$ cat src/rtl/i2c_pkg.sv
// Shared types and widths for the I2C target: FSM state encoding and field sizes.
package i2c_pkg;

  localparam int unsigned I2C_ADDR_W = 7;
  localparam int unsigned I2C_BYTE_W = 8;
  localparam int unsigned I2C_CNT_W  = 3;

  localparam logic I2C_RW_WRITE = 1'b0;
  localparam logic I2C_RW_READ  = 1'b1;

  typedef enum logic [3:0] {
    ST_IDLE,
    ST_ADDR,
    ST_ADDR_ACK,
    ST_WRITE,
    ST_WRITE_ACK,
    ST_READ,
    ST_READ_ACK,
    ST_WAIT_STOP
  } i2c_slave_state_t;

endpackage

$ cat src/rtl/i2c_slave_if.sv
// Bus-side and user-side signals of the I2C target grouped for port connection.
interface i2c_slave_if;
  import i2c_pkg::*;

  logic                  scl_in;
  logic                  sda_in;
  logic                  sda_oe;
  logic [I2C_BYTE_W-1:0] tx_data;
  logic                  tx_ack;
  logic [I2C_BYTE_W-1:0] rx_data;
  logic                  rx_valid;
  logic                  addr_match;
  logic                  rw;
  logic                  busy;

  modport slave (
    input  scl_in, sda_in, tx_data,
    output sda_oe, tx_ack, rx_data, rx_valid, addr_match, rw, busy
  );

  modport master (
    output scl_in, sda_in, tx_data,
    input  sda_oe, tx_ack, rx_data, rx_valid, addr_match, rw, busy
  );

endinterface

$ cat src/rtl/i2c_bus_sync.sv
// Synchronises SCL/SDA and decodes registered one-cycle pulses for SCL edges, START and STOP.
module i2c_bus_sync (
  input  logic clk,
  input  logic reset,
  input  logic scl_in,
  input  logic sda_in,
  output logic scl_rise,
  output logic scl_fall,
  output logic start,
  output logic stop,
  output logic sda_level
);

  logic [1:0] scl_sync;
  logic [1:0] sda_sync;
  logic       scl_prev;
  logic       sda_prev;

  // Idle bus is high, so all history flops reset to 1 to avoid a false event after reset.
  always_ff @(posedge clk or negedge reset) begin
    if (!reset) begin
      scl_sync  <= 2'b11;
      sda_sync  <= 2'b11;
      scl_prev  <= 1'b1;
      sda_prev  <= 1'b1;
      scl_rise  <= 1'b0;
      scl_fall  <= 1'b0;
      start     <= 1'b0;
      stop      <= 1'b0;
      sda_level <= 1'b1;
    end else begin
      scl_sync  <= {scl_sync[0], scl_in};
      sda_sync  <= {sda_sync[0], sda_in};
      scl_prev  <= scl_sync[1];
      sda_prev  <= sda_sync[1];
      scl_rise  <=  scl_sync[1] & ~scl_prev;
      scl_fall  <= ~scl_sync[1] &  scl_prev;
      start     <=  scl_sync[1] &  scl_prev &  sda_prev & ~sda_sync[1];
      stop      <=  scl_sync[1] &  scl_prev & ~sda_prev &  sda_sync[1];
      sda_level <=  sda_sync[1];
    end
  end

endmodule

$ cat src/rtl/i2c_slave.sv
// I2C target: address match, ACK generation, write-byte receive and read-byte serialisation.
module i2c_slave
  import i2c_pkg::*;
#(
  parameter logic [I2C_ADDR_W-1:0] SLAVE_ADDR = 7'h6B
) (
  input  logic        clk,
  input  logic        reset,
  i2c_slave_if.slave  bus
);

  logic scl_rise, scl_fall, start, stop, sda_level;

  i2c_bus_sync u_sync (
    .clk       (clk),
    .reset     (reset),
    .scl_in    (bus.scl_in),
    .sda_in    (bus.sda_in),
    .scl_rise  (scl_rise),
    .scl_fall  (scl_fall),
    .start     (start),
    .stop      (stop),
    .sda_level (sda_level)
  );

  i2c_slave_state_t      state_q, state_d;
  logic [I2C_CNT_W-1:0]  cnt_q, cnt_d;
  logic [I2C_BYTE_W-1:0] shreg_q, shreg_d;
  logic [I2C_BYTE_W-1:0] rx_data_q, rx_data_d;
  logic                  sda_oe_q, sda_oe_d;
  logic                  tx_ack_q, tx_ack_d;
  logic                  rx_valid_q, rx_valid_d;
  logic                  addr_match_q, addr_match_d;
  logic                  rw_q, rw_d;
  logic                  busy_q, busy_d;
  logic                  acked_q, acked_d;
  logic [I2C_BYTE_W-1:0] byte_in;

  assign byte_in = {shreg_q[I2C_BYTE_W-2:0], sda_level};

  always_ff @(posedge clk or negedge reset) begin
    if (!reset) begin
      state_q      <= ST_IDLE;
      cnt_q        <= '0;
      shreg_q      <= '0;
      rx_data_q    <= '0;
      sda_oe_q     <= 1'b0;
      tx_ack_q     <= 1'b0;
      rx_valid_q   <= 1'b0;
      addr_match_q <= 1'b0;
      rw_q         <= I2C_RW_WRITE;
      busy_q       <= 1'b0;
      acked_q      <= 1'b0;
    end else begin
      state_q      <= state_d;
      cnt_q        <= cnt_d;
      shreg_q      <= shreg_d;
      rx_data_q    <= rx_data_d;
      sda_oe_q     <= sda_oe_d;
      tx_ack_q     <= tx_ack_d;
      rx_valid_q   <= rx_valid_d;
      addr_match_q <= addr_match_d;
      rw_q         <= rw_d;
      busy_q       <= busy_d;
      acked_q      <= acked_d;
    end
  end

  // In the ACK states sda_oe doubles as the "first fall already seen" marker.
  always_comb begin
    state_d      = state_q;
    cnt_d        = cnt_q;
    shreg_d      = shreg_q;
    rx_data_d    = rx_data_q;
    sda_oe_d     = sda_oe_q;
    rw_d         = rw_q;
    busy_d       = busy_q;
    acked_d      = acked_q;
    tx_ack_d     = 1'b0;
    rx_valid_d   = 1'b0;
    addr_match_d = 1'b0;

    if (stop) begin
      state_d  = ST_IDLE;
      busy_d   = 1'b0;
      sda_oe_d = 1'b0;
      acked_d  = 1'b0;
    end else if (start) begin
      state_d  = ST_ADDR;
      cnt_d    = '0;
      busy_d   = 1'b1;
      sda_oe_d = 1'b0;
      acked_d  = 1'b0;
    end else begin
      case (state_q)
        ST_IDLE: ;
        ST_ADDR: begin
          if (scl_rise) begin
            shreg_d = byte_in;
            cnt_d   = cnt_q + I2C_CNT_W'(1);
            if (cnt_q == I2C_CNT_W'(7)) begin
              if (byte_in[I2C_BYTE_W-1:1] == SLAVE_ADDR) begin
                rw_d         = byte_in[0];
                addr_match_d = 1'b1;
                state_d      = ST_ADDR_ACK;
              end else begin
                state_d = ST_WAIT_STOP;
              end
            end
          end
        end
        ST_ADDR_ACK: begin
          if (scl_fall) begin
            if (!sda_oe_q) begin
              sda_oe_d = 1'b1;
            end else if (rw_q == I2C_RW_WRITE) begin
              sda_oe_d = 1'b0;
              state_d  = ST_WRITE;
            end else begin
              shreg_d  = bus.tx_data;
              tx_ack_d = 1'b1;
              sda_oe_d = ~bus.tx_data[I2C_BYTE_W-1];
              cnt_d    = '0;
              state_d  = ST_READ;
            end
          end
        end
        ST_WRITE: begin
          if (scl_rise) begin
            shreg_d = byte_in;
            cnt_d   = cnt_q + I2C_CNT_W'(1);
            if (cnt_q == I2C_CNT_W'(7)) begin
              rx_data_d  = byte_in;
              rx_valid_d = 1'b1;
              state_d    = ST_WRITE_ACK;
            end
          end
        end
        ST_WRITE_ACK: begin
          if (scl_fall) begin
            if (!sda_oe_q) begin
              sda_oe_d = 1'b1;
            end else begin
              sda_oe_d = 1'b0;
              state_d  = ST_WRITE;
            end
          end
        end
        ST_READ: begin
          if (scl_fall) begin
            cnt_d = cnt_q + I2C_CNT_W'(1);
            if (cnt_q == I2C_CNT_W'(7)) begin
              sda_oe_d = 1'b0;
              state_d  = ST_READ_ACK;
            end else begin
              shreg_d  = {shreg_q[I2C_BYTE_W-2:0], 1'b0};
              sda_oe_d = ~shreg_q[I2C_BYTE_W-2];
            end
          end
        end
        ST_READ_ACK: begin
          if (scl_rise) begin
            if (!sda_level) begin
              acked_d = 1'b1;
            end else begin
              sda_oe_d = 1'b0;
              state_d  = ST_WAIT_STOP;
            end
          end else if (scl_fall && acked_q) begin
            acked_d  = 1'b0;
            shreg_d  = bus.tx_data;
            tx_ack_d = 1'b1;
            sda_oe_d = ~bus.tx_data[I2C_BYTE_W-1];
            cnt_d    = '0;
            state_d  = ST_READ;
          end
        end
        ST_WAIT_STOP: ;
        default: state_d = ST_IDLE;
      endcase
    end
  end

  assign bus.sda_oe     = sda_oe_q;
  assign bus.tx_ack     = tx_ack_q;
  assign bus.rx_data    = rx_data_q;
  assign bus.rx_valid   = rx_valid_q;
  assign bus.addr_match = addr_match_q;
  assign bus.rw         = rw_q;
  assign bus.busy       = busy_q;

endmodule

$ cat src/flat_wrapper.sv
// flat-port wrapper written by rule: the top's interface ports become plain ports
module i2c_slave_flat import i2c_pkg::*;
#(
  parameter logic [I2C_ADDR_W-1:0] SLAVE_ADDR = 7'h6B
)
  (clk, reset, bus_scl_in, bus_sda_in, bus_tx_data, bus_sda_oe, bus_tx_ack, bus_rx_data, bus_rx_valid, bus_addr_match, bus_rw, bus_busy);
  i2c_slave_if bus_i ();
  input  logic clk;
  input  logic reset;
  input wire logic [$bits(bus_i.scl_in)-1:0] bus_scl_in;
  input wire logic [$bits(bus_i.sda_in)-1:0] bus_sda_in;
  input wire logic [$bits(bus_i.tx_data)-1:0] bus_tx_data;
  output wire logic [$bits(bus_i.sda_oe)-1:0] bus_sda_oe;
  output wire logic [$bits(bus_i.tx_ack)-1:0] bus_tx_ack;
  output wire logic [$bits(bus_i.rx_data)-1:0] bus_rx_data;
  output wire logic [$bits(bus_i.rx_valid)-1:0] bus_rx_valid;
  output wire logic [$bits(bus_i.addr_match)-1:0] bus_addr_match;
  output wire logic [$bits(bus_i.rw)-1:0] bus_rw;
  output wire logic [$bits(bus_i.busy)-1:0] bus_busy;
  assign bus_i.scl_in = bus_scl_in;
  assign bus_i.sda_in = bus_sda_in;
  assign bus_i.tx_data = bus_tx_data;
  assign bus_sda_oe = bus_i.sda_oe;
  assign bus_tx_ack = bus_i.tx_ack;
  assign bus_rx_data = bus_i.rx_data;
  assign bus_rx_valid = bus_i.rx_valid;
  assign bus_addr_match = bus_i.addr_match;
  assign bus_rw = bus_i.rw;
  assign bus_busy = bus_i.busy;
  i2c_slave #(.SLAVE_ADDR(SLAVE_ADDR)) u_core (.clk(clk), .reset(reset), .bus(bus_i));
endmodule
$ cat config.mk
export PLATFORM = sky130hd
export DESIGN_NAME = i2c_slave_flat
export DESIGN_NICKNAME = d
export VERILOG_FILES = /design/src/rtl/i2c_pkg.sv /design/src/rtl/i2c_slave_if.sv /design/src/rtl/i2c_bus_sync.sv /design/src/rtl/i2c_slave.sv /design/src/flat_wrapper.sv
export SDC_FILE = /design/constraint.sdc
export NUM_CORES = 1
export LEC_CHECK = 0
export ABC_AREA = 1
export CAP_MARGIN = 40
export CORE_UTILIZATION = 57
export CTS_BUF_LIST = sky130_fd_sc_hd__clkbuf_8
export DETAILED_ROUTE_END_ITERATION = 12
export PLACE_DENSITY = 0.87
export SLEW_MARGIN = 10
export SYNTH_ARGS = -nofsm -noshare
export SYNTH_HDL_FRONTEND = slang
export SYNTH_SLANG_ARGS = --single-unit
$ cat constraint.sdc
create_clock -name clk -period 1.9 [get_ports clk]
set_input_delay 0.19 -clock clk [delete_from_list [all_inputs] [get_ports clk]]
set_output_delay 0.19 -clock clk [all_outputs]
set_load 0.03 [all_outputs]
Word-level counts from Yosys, hierarchy flattened:

Index checks and enable logic that the tools add are counted.

* bits of input ports: 12
* register bits: 39
* word-level logic and storage cells: 166

* equality and inequality tests: 38
* muxes and demuxes: 76
* bitwise logic cells: 15
* reduce and logical (&&, ||, !) cells: 17
* add/sub/neg operators: 1

Operators by type and width (count)
* $mux W4: 15
* $mux W7: 8
* $mux W1: 38
* $mux W3: 10
* $pmux W4 S7: 1
* $pmux W7 S4: 1
* $ne A4 B4 Y1 const B: 6
* $ne A4 B3 Y1 const B: 5
* $eq A4 B3 Y1 const B: 4
* $reduce_and A13 Y1: 1
* $pmux W3 S4: 1
* $reduce_and A6 Y1: 2
* $reduce_and A11 Y1: 1
* $ne A3 B2 Y1 const B: 3
* $ne A3 B3 Y1 const B: 3
* $reduce_and A9 Y1: 1
* $eq A4 B2 Y1 const B: 2
* $ne A2 B1 Y1 const B: 4
* $ne A2 B2 Y1 const B: 4
* $not A1 Y1: 8
* $reduce_bool A4 Y1: 2
* $and A1 B1 Y1: 7
* $eq A7 B7 Y1 const B: 1
* $ne A3 B1 Y1 const B: 2
* 16 further kinds: 17

Longest topological paths before layout:

Gate-level depths: netlist (run 1).

* depth after elaboration: 7
* mapped depth: 11

Modules after synthesis:

A second synthesis (run 1) with hierarchy kept.

* cells, all modules: 274
* area total of the unflattened synthesis: 2142.1 µm²

By module, submodules not included
* i2c_slave: instances 1, cells an instance 253, area each 1843.0 µm²
* i2c_bus_sync: instances 1, cells an instance 21, area each 299.0 µm²

Worst setup path before layout (run 1):

No wires, ideal clock.

* path type: register to register
* start: register u_core.cnt_q[0]
* end: register u_core.rx_data_q[2], in the netlist u_core.bus.rx_data[2]
* buffers on the path: 0
* data arrival time: 1.347 ns
* path slack: 0.428 ns
* cell stages (with the launch flop): 6
* required time: 1.775 ns
* setup time: 0.125 ns
* path through: dfrtp_1 ha_1 ha_1 inv_1 nor3_4 mux2_2

* longest elaborated chain between the ends: 2

Ends and longest elaborated chain
* start, declared: line i2c_slave.sv:27 `logic [I2C_CNT_W-1:0] cnt_q, cnt_d;`
* start signal, assigned: line i2c_slave.sv:56 `cnt_q <= cnt_d;`
* $eq A3 B3 Y1: line i2c_slave.sv:132 `if (cnt_q == I2C_CNT_W'(7)) begin`
* $reduce_and A5 Y1 (no source line)
* end signal, assigned: line i2c_slave.sv:58 `rx_data_q <= rx_data_d;`
* end, declared: line i2c_slave.sv:29 `logic [I2C_BYTE_W-1:0] rx_data_q, rx_data_d;`

Every way passes these cells.
A chain may end at the register's enable or synchronous reset.

Worst setup path in the final report (run 1):

* start: register u_core.state_q[0]
* end: register u_core.shreg_q[5]

* longest elaborated chain between the ends: 4
* elaborated cells between the ends (all ways): 17
* those cells by class: eq/ne: 13; mux: 1; reduce/logical: 3

Ends and longest elaborated chain
* start, declared: line i2c_slave.sv:26 `i2c_slave_state_t state_q, state_d;`
* start signal, assigned: line i2c_slave.sv:55 `state_q <= state_d;`
* $eq A4 B1 Y1 / $eq A4 B2 Y1 (equally long branches): line i2c_slave.sv:95 `case (state_q)`
* $reduce_or A2 Y1 (no source line)
* $ne A2 B1 Y1 (no source line) / $reduce_bool A4 Y1 (equally long branches)
* $reduce_and A11 Y1 (no source line)
* end signal, assigned: line i2c_slave.sv:57 `shreg_q <= shreg_d;`
* end, declared: line i2c_slave.sv:28 `logic [I2C_BYTE_W-1:0] shreg_q, shreg_d;`

Several ways; a longest one is shown, not always the timed one.

==> metrics.md, run 1 <==
| Metric | Value |
|---|---|
| Core area | `3420 sq um` |
| Initial antenna violation count | `0` |
| Crit-path max FO | `14` |
| Die width | `62.3 um` |
| Clock buffer depth | `2` |
| # rows | `21` |
| Starting Density | `0.608` |
| 1st-iter DRT viols | `around 140` |
| Cells after Synth | `270` |
| Vias | `1837` |
| CP cell instances | `inv_2, nand2_1, nor2_2, nand2_1, nand2_2, nor2_8, nand3_4, nand2_1, nand2_1` |
| Wire per inst | `12.8 um` |
| Crit Path Category | `register to register` |
| Final Cycle Share | `0.879` |
| Minimum clock period | `1.67 ns` |
| CP Data Arrival Time | `1.85 ns` |
| Reg clk slew, reported paths | `roughly 0.080 ns` |
| Max Freq | `599 MHz` |
| Failing checks | `negative hold slack` |
| Ranking of synthesized cells by area | `dfrtp_1 39%, nand2_1 16%, dfstp_2 7.6%, nor2_1 7.1%, nand3_1 4.1%` |
| Critical path launch point type | `register` |
| Area after DPL | `2350 sq um` |
| Root Buffer | `clkbuf_8` |
| Fill cell count | `between 200 and 300` |
| Congestion Overflow GR | `0` |
| Vias in the first global route | `1728` |
| Max stage delay on crit path | `0.61 ns` |
| DP Cell Count | `338` |
| Synth top area share | `0.386` |
| Max-cap violations | `0` |
| Max Slew Vio Count | `0` |
| Finished Core Util | `0.715` |
| Top cell by count, worst path | `nand2_1` |
| Worst Hold Class | `input port to async pin` |
| Nets | `313` |
| Post-synth top cells | `86 x nand2_1, 39 x nor2_1, 32 x dfrtp_1, 21 x inv_1, 17 x nand3_1` |
| I/O pins | `26` |
| Port Buffer Count | `25` |
| Syn Nets | `284` |
| Top FF cell, synth | `dfrtp_1` |
| Largest net degree at the start of global routing | `39` |
| CTS tree | `built` |
| Max Clock Skew | `0.0102 ns` |
| Unrepaired setup endpoints after global routing | `no` |
| Cell Count, Final, Fillers Out | `approximately 350` |
| Synth Warn # | `0` |
| Synthesized area | `2080 sq um` |
| Die Area | `3890 sq um` |
| FF+latch count, synth | `38` |
| Async S/R FF share, synth | `1.00` |
| R2r setup slk | `between 0.2 and 0.25 ns` |
| Ratio of cells with drive above 1 in the final layout | `0.137` |
| LEAKAGE | `1.26 nW` |
| Distinct cells, synth | `30` |
| Final setup margin | `0.231 ns` |
| Outcome | `complete, but fails checks` |
| Maximum VDD drop | `between 0.6 and 0.7 mV` |
| Final wirelength | `~4400 um` |
| Finish-stage setup viols | `0` |
| Vias per cell | `5.31` |
| Final hold violation count | `32` |
| Sum Neg Setup Slack | `0 ns` |
| Ant diodes | `0` |
| PD cells | `1240 nW/um^2` |
| DRT Pass-1 Iters | `4` |
| Worst skew pair latency | `0.30 ns` |
| H-Tree Depth | `2` |
| RePlAce Congestion | `about 0.95` |
| Post-DP HPWL | `3250 um` |
| Count leader, synth | `nand2_1` |
| Biggest area consumer among synthesized cells | `dfrtp_1` |
| Worst-margin pin slew | `0.807 ns` |
| Antenna-violating nets left | `0` |
| Layout area overhead | `17.7%` |
| Post-CTS sizing | `0` |
| Die Y | `62.3 um` |
| Slowest cell on crit path | `dfrtp_1` |
| Relative slew margins | `0.462` |
| All-Layer GR Usage | `0.251` |
| CTS Hold Bufs | `0` |
| CTS Sinks | `38` |
| Multi-input gate area | `975 sq um` |
| Drt drc | `0` |
| Final instance area | `2440 sq um` |
| CTS Buf Count | `5` |
| Hold WS | `-0.0221 ns` |
| Worst slack, placed | `0.260 ns` |
| Setup Buffers After CTS | `0` |
| Sequential area share after synthesis | `0.462` |
| Syn_area_per_cell | `approximately 7.7 sq um` |
| FF/Latch Area | `958 sq um` |
| Critical Path RT | `2.08 ns` |
| Crit. End Element | `register` |
| First-pass GRT wire length | `~7500 um` |
| EDFF count, synth | `0` |
-- sequential cells by signal, summed over array words and instances (netlist names), 2 cells and up --
| register | cells |
|---|---|
| u_core.bus.rx_data | 8 |
| u_core.cnt_q | 3 |
| u_core.shreg_q | 7 |
| u_core.state_q | 3 |
| u_core.u_sync.scl_sync | 2 |
| u_core.u_sync.sda_sync | 2 |
-- layout make-up --
cell class / instances / share of cell area
well taps: 46 / 0.0236
multi-input cells: 201 / 0.399
clock buffers: 6 / 0.0338
flip-flops and latches: 38 / 0.392
clock inverters: 2 / 0.00359
inverters: 26 / 0.0410
repair buffers: 27 / 0.107
-- cell usage in the layout, fill, tap and decap left out, types with 8 or more instances in the layout --
cell type / n
clkdlybuf4s50_1: 24
dfrtp_1: 32
inv_1: 22
nand2_1: 86
nand3_1: 17
nand4_1: 12
nor2_1: 39
o21ai_0: 8
-- per-stage QoR --
| stage | power [mW] | hold slack [ns] |
|---|---|---|
| floorplan | 2.16 | -0.106 |
| global placement | 2.44 | 0.336 |
| detailed placement | 2.46 | 0.327 |
| CTS | 3.04 | 0.00521 |
| global route | 3.29 | 0.0571 |
| finish | 3.04 | -0.0221 |
-- path summary, 6_finish.rpt --
kind / to / cells past startpoint / startpoint
hold / removal: u_core.bus.addr_match$_DFF_PN0_ / 1 / reset
setup reg to reg: u_core.shreg_q[5]$_DFFE_PN0P_ / 9 / u_core.state_q[0]$_DFFE_PN0P_
setup / recovery: u_core.shreg_q[5]$_DFFE_PN0P_ / 9 / u_core.state_q[0]$_DFFE_PN0P_
max in group asynchronous: u_core.cnt_q[1]$_DFFE_PN0P_ / 1 / reset
hold reg to reg: u_core.u_sync.sda_sync[1]$_DFF_PN1_ / 0 / u_core.u_sync.sda_sync[0]$_DFF_PN1_
min in group clk: u_core.u_sync.scl_sync[0]$_DFF_PN1_ / 1 / bus_scl_in
-- per-layer routing --
metal  GRT usage  wire, um
met1       0.326      2010
met2       0.394      2090
met3      0.0570       226
met4       0.131        96
met5           0         0
-- power breakdown --
group          total (mW)  switching [mW]  internal (mW)  leakage (nW)
Combinational        1.31           0.882          0.431         0.714
Clock               0.565           0.277          0.287        0.0524
Sequential           1.16           0.200          0.960         0.491
Total                3.04            1.36           1.68          1.26
-- cell families after synthesis --
group,after synthesis,share of synthesized area
simple gates,175,0.385
compound gates,22,0.0621
mux,2,0.0108
flops,38,0.462
fa+ha+maj,2,0.0121
buf+inv,31,0.0687
-- critical path, delay by kind of cell, from the launching register on --
family	cells	cell delay, ns
simple gates	8	0.84
buf+inv	1	0.10
flops	1	0.61
No activity file was read; power rests on OpenSTA's default activity.
==> run 2, diff against run 1 <==
--- a/config.mk
+++ b/config.mk
@@ -6,11 +6,12 @@
 export NUM_CORES = 1
 export LEC_CHECK = 0
 export ABC_AREA = 1
-export CAP_MARGIN = 40
+export CAP_MARGIN = 20
 export CORE_UTILIZATION = 57
 export CTS_BUF_LIST = sky130_fd_sc_hd__clkbuf_8
 export DETAILED_ROUTE_END_ITERATION = 12
 export PLACE_DENSITY = 0.87
+export SETUP_SLACK_MARGIN = 0.3
 export SLEW_MARGIN = 10
 export SYNTH_ARGS = -nofsm -noshare
 export SYNTH_HDL_FRONTEND = slang
==> run 2 against run 1 <==
Final cell count rose by 4.0%. Global-route usage about the same. Via count increased by 11%. The flow still finishes with violations (negative hold slack). Utilization is 5.9 points higher. Largest cell class unchanged. Maximum frequency increased by 2.7%. Highest routed layer unchanged.
==> metrics.md, run 2 (synthesis gave the netlist of run 1 again) <==
| Metric | Value |
|---|---|
| Outcome | `complete, but fails checks` |
| Failing checks | `negative hold slack` |
| Max Freq | `615 MHz` |
| Clock buffer depth | `2` |
| Hold WS | `-0.0179 ns` |
| Final instance area | `2640 sq um` |
| Worst skew pair latency | `0.30 ns` |
| RePlAce Congestion | `0.948` |
| Most common cell after layout, fill and taps aside | `nand2_1` |
| H-Tree Depth | `2` |
| Vias in the first global route | `1722` |
| Max Clock Skew | `0.00805 ns` |
| Critical Path RT | `2.08 ns` |
| Area after DPL | `2350 sq um` |
| PD cells | `1300 nW/um^2` |
| GR Layer Usage met2 | `0.398` |
| Fill cell count | `232` |
| Crit. End Element | `register` |
| Port Buffer Count | `25` |
| Worst-margin pin slew | `0.818 ns` |
| Initial antenna violation count | `0` |
| M3 GR Usage | `0.0533` |
| Die width | `62.3 um` |
| Final setup margin | `0.275 ns` |
| Wire per inst | `roughly 15 um` |
| CP cell instances | `buf_4, nand3_2, nand2_2, nand2_2, nand2_1, nor2_4, nand2_1, nand3_1, nand2_1` |
| Drt drc | `0` |
| # rows | `21` |
| Vias | `2035` |
| CP Data Arrival Time | `~1.8 ns` |
| CP top delay family | `simple AND/OR/NAND/NOR gates` |
| Commonest cells after routing, fill and taps aside | `80 x nand2_1, 38 x nor2_1, 29 x dfrtp_1` |
| Top cell by count, worst path | `nand2_1` |
| Max FFs per register | `8` |
| LEAKAGE | `1.35 nW` |
| Layout area overhead | `27.4%` |
| Max Slew Vio Count | `0` |
| DRT Pass-1 Iters | `4` |
| All-Layer GR Usage | `0.251` |
| Met1 Use GR | `0.327` |
| Largest net degree at the start of global routing | `39` |
| Antenna-violating nets left | `0` |
| Reg clk slew, reported paths | `0.08 ns` |
| Congestion Overflow GR | `0` |
| Vias per cell | `5.65` |
| Final Cycle Share | `0.855` |
| Worst Hold Class | `input port to async pin` |
| CTS Sinks | `38` |
| Die Area | `3890 sq um` |
| I/O pins | `26` |
| Starting Density | `0.608` |
| Max-cap violations | `0` |
| Slowest cell on crit path | `dfrtp_2` |
| Relative slew margins | `0.455` |
| Core area | `3420 sq um` |
| Crit Path Category | `register to register` |
| Finished Core Util | `0.774` |
| Post-DP HPWL | `3250 um` |
| Minimum clock period | `1.62 ns` |
| Max stage delay on crit path | `0.46 ns` |
| Critical path launch point type | `register` |
| Layer with the highest usage | `met2` |
| Unrepaired setup endpoints after global routing | `yes` |
| Worst slack, placed | `around 0.26 ns` |
| CTS tree | `built` |
| CTS Buf Count | `5` |
| Crit-path max FO | `6` |
| Finish-stage setup viols | `0` |
| Ant diodes | `0` |
| Nets | `327` |
| Final hold violation count | `31` |
| Root Buffer | `clkbuf_8` |
| Sum Neg Setup Slack | `0 ns` |
| Die Y | `62.3 um` |
| Ratio of cells with drive above 1 in the final layout | `0.220` |
| First-pass GRT wire length | `7490 um` |
| Worst path bufs/invs | `1` |
| 1st-iter DRT viols | `between 200 and 300` |
| Final wirelength | `5260 um` |
| Maximum VDD drop | `0.694 mV` |
## run 2: worst reg2reg max path, stage by stage, from the launching register on
cell and delay, ns:
dfrtp_2 0.46, buf_4 0.18, nand3_2 0.13, nand2_2 0.10, nand2_2 0.12, nand2_1 0.10, nor2_4 0.13, nand2_1 0.12
nand3_1 0.10, nand2_1 0.07
## run 2: final cells by class
cell class              count  area, sq um  area share
clock buffers               6         82.6      0.0312
clock inverters             2         8.76     0.00331
inverters                  26          108      0.0407
multi-input cells         201         1030       0.390
flip-flops and latches     38          962       0.364
well taps                  46         57.6      0.0218
repair buffers             41          393       0.149
## run 2: timing repair
action / in CTS / in global routing
endpoints found under the setup margin: 15 / 22
resized for setup: 3 / 25
hold buffers: 0 / 0
buffers inserted: 0 / 14
pin swaps: 0 / 8
## run 2: worst paths after layout
kind                       slack, ns  cells past startpoint                                   to                                start
setup / recovery                0.28                      9          u_core.cnt_q[0]$_DFFE_PN0P_        u_core.state_q[1]$_DFFE_PN0P_
hold / removal                 -0.02                      1      u_core.bus.addr_match$_DFF_PN0_                                reset
setup reg to reg                0.28                      9          u_core.cnt_q[0]$_DFFE_PN0P_        u_core.state_q[1]$_DFFE_PN0P_
hold reg to reg                 0.36                      0  u_core.u_sync.sda_sync[1]$_DFF_PN1_  u_core.u_sync.sda_sync[0]$_DFF_PN1_
max in group asynchronous       1.36                      1        u_core.state_q[0]$_DFFE_PN0P_                                reset
min in group clk                0.30                      1  u_core.u_sync.scl_sync[0]$_DFF_PN1_                           bus_scl_in
## run 2: layer usage
metal | share of wire | wire length [um]
met2 | 0.49 | 2590
met4 | 0.029 | 150
met3 | 0.079 | 416
met1 | 0.40 | 2100
met5 | 0 | 0
## run 2: stage by stage
step / total power, mW / std cells
after floorplan: 2.16 / 270
after global placement: 2.44 / 338
after detailed placement: 2.46 / 338
after CTS: 3.04 / 346
after global routing: 3.67 / 360
final: 3.44 / 360
## run 2: power breakdown
part	internal [mW]	switching [mW]	total [mW]
combinational	0.632	1.09	1.72
sequential	0.966	0.182	1.15
clock	0.287	0.283	0.571
==> RTL edit 1 (flow settings as in run 1) <==
Make the reset (`reset`) synchronous in 2 clocked blocks.
--- a/src/rtl/i2c_bus_sync.sv
+++ b/src/rtl/i2c_bus_sync.sv
@@ -17,7 +17,7 @@
   logic       sda_prev;
 
   // Idle bus is high, so all history flops reset to 1 to avoid a false event after reset.
-  always_ff @(posedge clk or negedge reset) begin
+  always_ff @(posedge clk) begin
     if (!reset) begin
       scl_sync  <= 2'b11;
       sda_sync  <= 2'b11;
--- a/src/rtl/i2c_slave.sv
+++ b/src/rtl/i2c_slave.sv
@@ -38,7 +38,7 @@
 
   assign byte_in = {shreg_q[I2C_BYTE_W-2:0], sda_level};
 
-  always_ff @(posedge clk or negedge reset) begin
+  always_ff @(posedge clk) begin
     if (!reset) begin
       state_q      <= ST_IDLE;
       cnt_q        <= '0;
Function: differs if reset is asserted again (counterexample within 10 cycles, from zero or initial values and one cycle with reset low); with reset held inactive, the same outputs for 10 cycles.
==> RTL edit 1 against run 1 <==
  * Total power shrank 2.6%
  * Critical path type unchanged
  * Synthesized area decreased by 6.9%
  * Worst setup slack improved by 0.010 ns
  * Worst hold slack better by 0.44 ns
  * Final area is 4.1% lower
  * Wire length increased by 1.7%
  * Largest cell class unchanged
  * Sequential cell count did not move
==> RTL edit 1: results <==
set metrics [dict create \
    hold_path.class "reg -> reg" \
    via_per_inst 5.34 \
    status "completed" \
    synthTopCellsByArea "dfxtp_1 39%, nand2_1 12%, nand3_1 8.3%" \
    slew_headroom 0.708 \
    fill_cells 244 \
    setup_ws_ns 0.241 \
    synthMuxAreaShare 0 \
    synthCells 281 \
    grt_max_degree 20 \
    routedWlPerCell_um 12.7 \
    synth_compound_area_frac 0.100 \
    dr.first_iter.drc_count 107 \
    drive_gt1_frac 0.110 \
    num_vias 1886 \
    irDropWorstVdd_mv 0.699 \
    power_density_nw_per_um2 1260 \
    grt_pass1_vias 1713 \
    ys_seq_area_frac 0.394 \
    crit_fanout 10 \
    placed_area_um2 2200 \
    dp.cells 345 \
    clock_skew_ns 0.00813 \
    synth_adder_area_share 0.0130 \
    slowest_stage "dfxtp_1" \
    async_reset_ff_frac 0 \
    syn_nets 295 \
    leakage_uw 0.00102 \
    holdWs_ns 0.422 \
]
-- RTL edit 1: path summary, 6_finish.rpt --
kind / startpoint / to / cells after the start
max: u_core.state_q[2] / u_core.state_q[1] / 9
min: u_core.u_sync.sda_sync[0] / u_core.u_sync.sda_sync[1] / 1
max reg2reg: u_core.state_q[2] / u_core.state_q[1] / 9
min reg2reg: u_core.u_sync.sda_sync[0] / u_core.u_sync.sda_sync[1] / 1
-- RTL edit 1: layer usage --
metal  part of all wire  up-vias  track usage  routed length, um
li1                   -      961            -                  -
met1               0.45      844        0.361               2020
met2               0.46       74        0.462               2080
met3              0.073        7       0.0693                330
met4              0.014        0        0.120                 65
met5                  0        -            0                  0
-- RTL edit 1: area by class of cell --
cell class / instances / area (um^2) / area share
multi-input cells: 201 / 970 / 0.414
flip-flops and latches: 38 / 761 / 0.325
repair buffers: 30 / 288 / 0.123
inverters: 32 / 130 / 0.0556
clock buffers: 5 / 68.8 / 0.0294
clock inverters: 3 / 68.8 / 0.0294
well taps: 44 / 55.1 / 0.0235
-- RTL edit 1: report_power, final --
group	leakage (uW)	internal, uW	switching (uW)	total [uW]
Clock	0.0000683	526	312	838
Sequential	0.000309	911	154	1060
Combinational	0.000640	380	677	1060
Total	0.00102	1820	1140	2960
-- RTL edit 1: critical path, delay by kind of cell, from the launching register on --
kind / cells / cell delay (ns)
flops: 1 / 0.56
buf+inv: 1 / 0.10
compound gates: 1 / 0.19
simple gates: 7 / 0.71
-- RTL edit 1: what timing repair did --
item | in CTS | in global routing
setup endpoints to repair | 0 | 7
gates resized for setup | 0 | 1
hold endpoints to repair | 0 | 0
==> RTL edit 2 (config.mk and constraints of run 1) <==
Made on the original files. Change the package constant `I2C_CNT_W` from 3 to 4.
--- a/src/rtl/i2c_pkg.sv
+++ b/src/rtl/i2c_pkg.sv
@@ -3,7 +3,7 @@
 
   localparam int unsigned I2C_ADDR_W = 7;
   localparam int unsigned I2C_BYTE_W = 8;
-  localparam int unsigned I2C_CNT_W  = 3;
+  localparam int unsigned I2C_CNT_W  = 4;
 
   localparam logic I2C_RW_WRITE = 1'b0;
   localparam logic I2C_RW_READ  = 1'b1;
Check against the original RTL: same outputs for any inputs over 10 cycles, from zero or initial values and one cycle with reset low; that may be too few to reach the edited logic, so the function may still have changed.
==> RTL edit 2 against run 1 <==
  * The flow still finishes with violations (hold timing)
  * Synthesized area up 3.4%
  * Total power up 7.8%
  * Combinational power up 7%
  * Wire length up 4.8%
  * Die area up 3.3%
  * Worst setup slack worse by 0.032 ns
  * Fmax down 1.9%
  * Sequential cell count up 1
  * Count of clock-buffer cells in the layout down 1
  * Final area up 3.3%
  * First-iteration DRC count up 7.4%
  * Synthesized cell count up 0.37%
  * Clock power up 23%
==> RTL edit 2: results <==
set metrics [dict create \
    status "complete, but fails checks" \
    violations "hold timing" \
    dr.first_iter.drc_count 146 \
    hold_violations 33 \
    top_layer_used "met4" \
    clock_sinks 39 \
    gp_congestion 0.921 \
    num_vias 1858 \
    slowest_delay_ns 0.66 \
    critPathArrivalTime_ns 1.94 \
    dp.cells 339 \
    wl_met2_um 2190 \
    synthTopCellsByArea "dfrtp_1 38%, nand2_1 17%, dfstp_2 7.3%" \
    dp_hpwl_um 3520 \
    wl_met3_um 270 \
    overflow 0 \
    fin_area_um2 2520 \
    r2r_slack_ns 0.20 \
    fin_crit_ns 1.70 \
    synth.distinct_cells 31 \
    dp_slack_ns 0.102 \
    placed_area_um2 2410 \
    worstMarginPinSlew_ns 0.831 \
    grt_usage 0.256 \
    post_cts_resized 0 \
    fill_cells 262 \
    yosys-top-cells-count "95 x nand2_1, 33 x dfrtp_1, 26 x nor2_1" \
    grt_pass1_vias 1753 \
    largest_register_ffs 8 \
    netSwitchingPower_uw 1420 \
    ys_seq_area_frac 0.458 \
    drive_gt1_frac 0.163 \
    gr-usage-met2 0.415 \
    startpoint "u_core.state_q[2]" \
    postCtsSetupRepairBufs 0 \
    clk_share 0.0446 \
    grt_max_degree 40 \
    synthCells 271 \
    regArea_um2 985 \
    multi_input_area_um2 1000 \
    routedWlPerCell_um 13.3 \
    holdWs_ns -0.00980 \
    irDropWorstVdd_mv 0.783 \
    via_per_inst 5.35 \
    ys_warn_count 0 \
    worst-r2r-cell-count 7 \
    clk_latency_ns 0.30 \
    buf_share 0.103 \
    grt_pass1_wl_um 7920 \
    taps 46 \
    hold_path.class "in -> async" \
    m1WireLength_um 2070 \
    path_delay_family "simple AND/OR/NAND/NOR gates" \
    crit_end "u_core.cnt_q[0]" \
    grt_use_met3 0.0453 \
    clock_skew_ns 0.00550 \
    cts_htree_levels 2 \
    crit_fanout 11 \
    met1_usage 0.340 \
    leakage_uw 0.00127 \
]
## RTL edit 2: changes by cell type in the layout (fill, tap and decap cells not counted), moves of 3 or more
cell / before / now
nor2_1: 39 / 26
nor2_4: 1 / 5
nand3_1: 17 / 20
a21oi_2: 3 / 0
o21ai_2: 1 / 4
nand2_1: 86 / 95
## RTL edit 2: power groups by stage
stage / clock (uW) / sequential (uW) / combinational (uW)
2_1_floorplan: 0 / 1120 / 1180
3_3_place_gp: 0 / 1180 / 1370
3_5_place_dp: 0 / 1190 / 1380
4_1_cts: 704 / 1180 / 1390
5_1_grt: 733 / 1200 / 1590
6_report: 695 / 1180 / 1400
## RTL edit 2: cell families after synthesis
logic type,count (synthesis),synth area share
flip-flops,39,0.458
adder cells (fa/ha/maj),1,0.00583
XOR/XNOR,1,0.00408
AND/OR/NAND/NOR,180,0.404
buffers and inverters,31,0.0746
AO/OA/AOI/OAI,19,0.0536
